==> config.mk <==
export PLATFORM = sky130hd
export DESIGN_NAME = imem_boot_ctrl
export DESIGN_NICKNAME = d
export VERILOG_FILES = /design/src/rtl/imem_boot_ctrl.sv
export SDC_FILE = /design/constraint.sdc
export NUM_CORES = 1
export LEC_CHECK = 0
export ABC_AREA = 1
export CORE_AREA = 2 2 74 76
export CTS_CLUSTER_DIAMETER = 60
export DETAILED_ROUTE_END_ITERATION = 7
export DIE_AREA = 0 0 76 78
export HOLD_SLACK_MARGIN = 0.05
export PLACE_DENSITY_LB_ADDON = 0.05
export SLEW_MARGIN = 20
export SYNTH_ARGS = -nofsm -noshare
export SYNTH_HDL_FRONTEND = slang
export SYNTH_SLANG_ARGS = --single-unit
==> constraint.sdc <==
create_clock -name clk -period 2.25 [get_ports clk]
set_input_delay 0.45 -clock clk [delete_from_list [all_inputs] [get_ports clk]]
set_output_delay 0.45 -clock clk [all_outputs]
set_load 0.01 [all_outputs]
==> src/rtl/imem_boot_ctrl.sv <==
// imem_boot_ctrl: sequences instruction-ROM ownership between CPU fetch and the UART programmer
//   clk, rst        : system clock, async active-high reset
//   upg_btn         : raw upload-request button (debounced here)
//   upg_done        : programmer transfer complete (level)
//   upg_wen/upg_adr : programmer write strobe and word address (MSB = dmem)
//   upg_rst_o       : programmer reset, 1 = programmer idle and CPU owns ROM
//   rom_sel         : 1 = ROM port driven by programmer
//   imem_wen        : imem write strobe, LOAD only
//   dmem_wen        : dmem write strobe, LOAD only
//   cpu_rst         : CPU core reset
//   inited          : program ready
//   word_cnt        : words written in the current or last upload
//   state_o         : current FSM state
module imem_boot_ctrl #(
  parameter int DB_CYCLES  = 1000000,
  parameter int SETTLE_CYC = 16,
  parameter int ADDR_W     = 15
) (
  input  logic              clk,
  input  logic              rst,
  input  logic              upg_btn,
  input  logic              upg_done,
  input  logic              upg_wen,
  input  logic [ADDR_W-1:0] upg_adr,
  output logic              upg_rst_o,
  output logic              rom_sel,
  output logic              imem_wen,
  output logic              dmem_wen,
  output logic              cpu_rst,
  output logic              inited,
  output logic [15:0]       word_cnt,
  output logic [1:0]        state_o
);
  typedef enum logic [1:0] {SETTLE = 2'd0, RUN = 2'd1, LOAD = 2'd2} state_t;
  localparam int DW = $clog2(DB_CYCLES + 1);
  localparam int SW = $clog2(SETTLE_CYC + 1);
  state_t state_q, state_d;
  logic [DW-1:0] db_cnt_q, db_cnt_d;
  logic [SW-1:0] settle_cnt_q, settle_cnt_d;
  logic [15:0] word_cnt_q, word_cnt_d;
  logic done_q;
  logic upg_rst_q, upg_rst_d, rom_sel_q, rom_sel_d, cpu_rst_q, cpu_rst_d, inited_q, inited_d;
  logic unused_adr;
  assign unused_adr = ^upg_adr[ADDR_W-2:0];
  always_comb begin
    state_d      = state_q;
    settle_cnt_d = '0;
    db_cnt_d     = '0;
    word_cnt_d   = word_cnt_q;
    case (state_q)
      SETTLE: begin
        settle_cnt_d = settle_cnt_q + 1'b1;
        if (settle_cnt_q == SW'(SETTLE_CYC - 1)) begin
          state_d      = RUN;
          settle_cnt_d = '0;
        end
      end
      RUN: if (upg_btn) begin
        db_cnt_d = db_cnt_q + 1'b1;
        if (db_cnt_q == DW'(DB_CYCLES - 1)) begin
          state_d    = LOAD;
          db_cnt_d   = '0;
          word_cnt_d = '0;
        end
      end
      LOAD: begin
        word_cnt_d = (upg_wen && word_cnt_q != 16'hFFFF) ? word_cnt_q + 16'd1 : word_cnt_q;
        // done_q tracks upg_done every cycle, so a level already high on entry never looks like an edge
        state_d    = (upg_done && !done_q) ? SETTLE : LOAD;
      end
      default: state_d = SETTLE;
    endcase
    // outputs decoded from next state so they switch on the same edge as the state
    upg_rst_d = state_d != LOAD;
    rom_sel_d = state_d == LOAD;
    cpu_rst_d = state_d != RUN;
    inited_d  = state_d == RUN;
  end
  always_ff @(posedge clk or posedge rst) begin
    if (rst) begin
      state_q      <= SETTLE;
      settle_cnt_q <= '0;
      db_cnt_q     <= '0;
      word_cnt_q   <= '0;
      done_q       <= 1'b0;
      upg_rst_q    <= 1'b1;
      rom_sel_q    <= 1'b0;
      cpu_rst_q    <= 1'b1;
      inited_q     <= 1'b0;
    end else begin
      state_q      <= state_d;
      settle_cnt_q <= settle_cnt_d;
      db_cnt_q     <= db_cnt_d;
      word_cnt_q   <= word_cnt_d;
      done_q       <= upg_done;
      upg_rst_q    <= upg_rst_d;
      rom_sel_q    <= rom_sel_d;
      cpu_rst_q    <= cpu_rst_d;
      inited_q     <= inited_d;
    end
  end
  assign imem_wen  = (state_q == LOAD) & upg_wen & ~upg_adr[ADDR_W-1];
  assign dmem_wen  = (state_q == LOAD) & upg_wen &  upg_adr[ADDR_W-1];
  assign upg_rst_o = upg_rst_q;
  assign rom_sel   = rom_sel_q;
  assign cpu_rst   = cpu_rst_q;
  assign inited    = inited_q;
  assign word_cnt  = word_cnt_q;
  assign state_o   = state_q;
endmodule

==> out/metrics.yaml <==
p_sw_share_pct: 21.2
max_freq_mhz: 485
dieArea_um2: 5930
synth_edf_count: 0
synth_commonest_cells: "nand2_1 (89), nor2_1 (76), dfrtp_1 (46)"
grt_pass1_vias: 2172
grtUsageTotal_pct: 20.4
worstMarginPinSlew_ns: 0.549
hold_depth: 1
max_stage_delay_ns: 0.54
htree_levels: 2
postRouteAntennaNets: 0
synth_largest_area_cell: "dfrtp_1"
fin_skew_ns: 0.00726
initial_core_util_pct: 54.5
avgRoutedWirePerCell_um: 11.7
dr.pass1.iters: 4
startpoint_type: "primary input"
cp.required_ns: 1.80
ys_seq_area_share_pct: 43.8
powerDensity_nw_per_um2: 483
drt_iter0_drc: 119
synthArstFlopShare_pct: 100
hp-class: "reg -> reg"
slew-limit-headroom_pct: 63.2
cts_tree: "done"
io_buffers: 29
finalInstanceArea_um2: 3220
synth_area_leaders: "dfrtp_1 (42%), nand2_1 (12%), nor2_1 (10%), nand3_1 (4.5%), inv_1 (4.1%)"
reg2reg_depth: 8
whs_endpoint: "db_cnt_q[0]"
place_congestion: 0.874
crit_buf_inv: 2
crit_path_frequent_cell: "clkdlybuf4s50_1"
syn_area_um2: 2750
vdd_drop_max_mv: 0.246
slew_viol_final: 0
worst_r2r_endpoint: "word_cnt[14]"
coreArea_um2: 5040
antenna_cells: 0
power_switching_uw: 329
crit_cells: 4
min_period_ns: 2.06
p_int_mw: 1.23
antenna_found_initial: 0
rows: 26
clockBufferDepth: 2
clk_latency_ns: 0.30
syn_avg_cell_area_um2: 7.58
tns_ns: 0
cts-buffers-inserted: 5
cts_resized: 0
clk_pin_slew_worst_paths_ns: 0.08
critPathArrivalTime_ns: 1.61
ys_types: 33
clkPwrFrac_pct: 39.4
post-synth-top-count-cell: "nand2_1"
hold_start: "db_cnt_q[0]"
drive_gt1_share_pct: 11.6
avgViaCountPerCell: 5.01
status: "complete, no violations"
grt_max_degree: 49
drt_wl_total_um: 5500
syn2layout_area_growth_pct: 17.2
syn_nets: 386
yosys_warnings: 0
cts_root_buf: "clkbuf_8"
cellLeakagePower_nw: 1.39
cp_max_fo: 3
grt_setup_unrepaired: "false"
dp.final_hpwl_um: 3950
crit_family: "buffers and inverters"
synthFlopType: "dfrtp_1"
synth_top_area_share_pct: 41.9
layout_setup_ws_ns: 0.189
postCtsSetupBuffers: 0
fin_nets: 420
die_h_um: 78
p_seq_share_pct: 56.4
pre_cts_ws_ns: 0.173
cts_hold_buf: 0
drc: 0
critPathCaptureType: "output pin"
grt_pass1_wl_um: 9850
slowest_stage: "clkdlybuf4s50_1"
hold-worst-slack_ns: 0.464
cap_violations: 0
finalCritPeriodShare_pct: 91.6
path_class: "in -> out"
placed_area_um2: 3120
setup_viol: 0
die_w_um: 76
synth-seq-cells: 48
p_comb_share_pct: 4.2
num_vias: 2343
ff2ff_setup_slack_ns: 0.46
cts_sinks: 48
io_pins: 44
netlist_instances: 363
crit_chain: "clkdlybuf4s50_1 > nand2_1 > nor2_1 > clkdlybuf4s50_1"
hold_violations: 0
globalRouteOverflowTotal: 0
r2r-start: "word_cnt[0]"
[worst register-to-register path, stage by stage (launching register included)]
cell and delay (ns):
dfrtp_1 0.45, ha_1 0.24, nand3_2 0.17, nor2_4 0.16, nand2_2 0.08, nand2_4 0.21, nand2_4 0.21, nand2_1 0.12
nand2_1 0.05
[through the flow]
| step | cells | power [mW] | util [%] |
|---|---|---|---|
| 2_1_floorplan | 363 | 0.931 | - |
| 4_1_cts | 468 | 1.58 | 63.9 |
| 3_5_place_dp | 460 | 0.963 | 61.8 |
| 3_3_place_gp | 460 | 0.961 | 61.8 |
| 5_1_grt | 468 | 1.63 | 63.9 |
| 6_report | 468 | 1.56 | 63.9 |
[power by group through the flow]
stage          Clock [mW]  Sequential [mW]  Combinational (mW)
5_1_grt             0.669            0.879              0.0769
3_3_place_gp            0            0.894              0.0669
2_1_floorplan           0            0.895              0.0362
6_report            0.613            0.878              0.0655
3_5_place_dp            0            0.895              0.0680
4_1_cts             0.635            0.878              0.0679
[worst max path at each step]
stage / from / end / slack (ns)
6_report: upg_wen / dmem_wen / 0.19
5_1_grt: state_o[1] / dmem_wen / 0.06
4_1_cts: state_o[1] / dmem_wen / 0.17
3_5_place_dp: upg_wen / dmem_wen / 0.17
3_3_place_gp: upg_wen / dmem_wen / 0.20
2_1_floorplan: rst / db_cnt_q[0] / 0.66
[sequential cells by signal, summed over array words and instances, names as in the netlist]
register      cells
db_cnt_q         20
word_cnt         16
settle_cnt_q      5
state_o           2
cpu_rst           1
done_q            1
inited            1
rom_sel           1
upg_rst_o         1
[metal layers]
layer	GRT usage [%]	up-vias	part of all wire, %
met5	0	-	0
met1	28.7	1076	50
met2	32.5	52	44
met3	3.72	6	5.0
met4	6.00	0	1.2
li1	-	1209	-
[layout by cell type (no fill, tap or decap), types with 6 or more instances in the layout]
cell and n:
nand2_1 89, nor2_1 76, dfrtp_1 46, inv_1 29, clkdlybuf4s50_1 29, nand3_1 25, nand2_2 16, nor3_1 9
xor2_1 9, inv_2 7, nand4_1 7, xnor2_1 6
[cell type report]
cell class | instances | area, µm²
Tap cell | 70 | 87.6
Timing Repair Buffer | 32 | 325
Clock buffer | 6 | 72.6
Multi-Input combinational cell | 273 | 1360
Inverter | 37 | 139
Fill cell | 450 | 1820
Clock inverter | 2 | 35.0
Sequential cell | 48 | 1200
[logic make-up (layout without fill, tap and decap cells)]
logic type	Yosys count	in the layout	synth area share (%)
and+or+nand+nor	238	238	39.9
buffers and inverters	42	77	6.78
DFF	48	48	43.8
adders and majority gates	3	3	1.37
AOI/OAI and AO/OA	17	17	3.46
xor gates and xnor gates	15	15	4.78
Power figures use the tool's default switching activity.
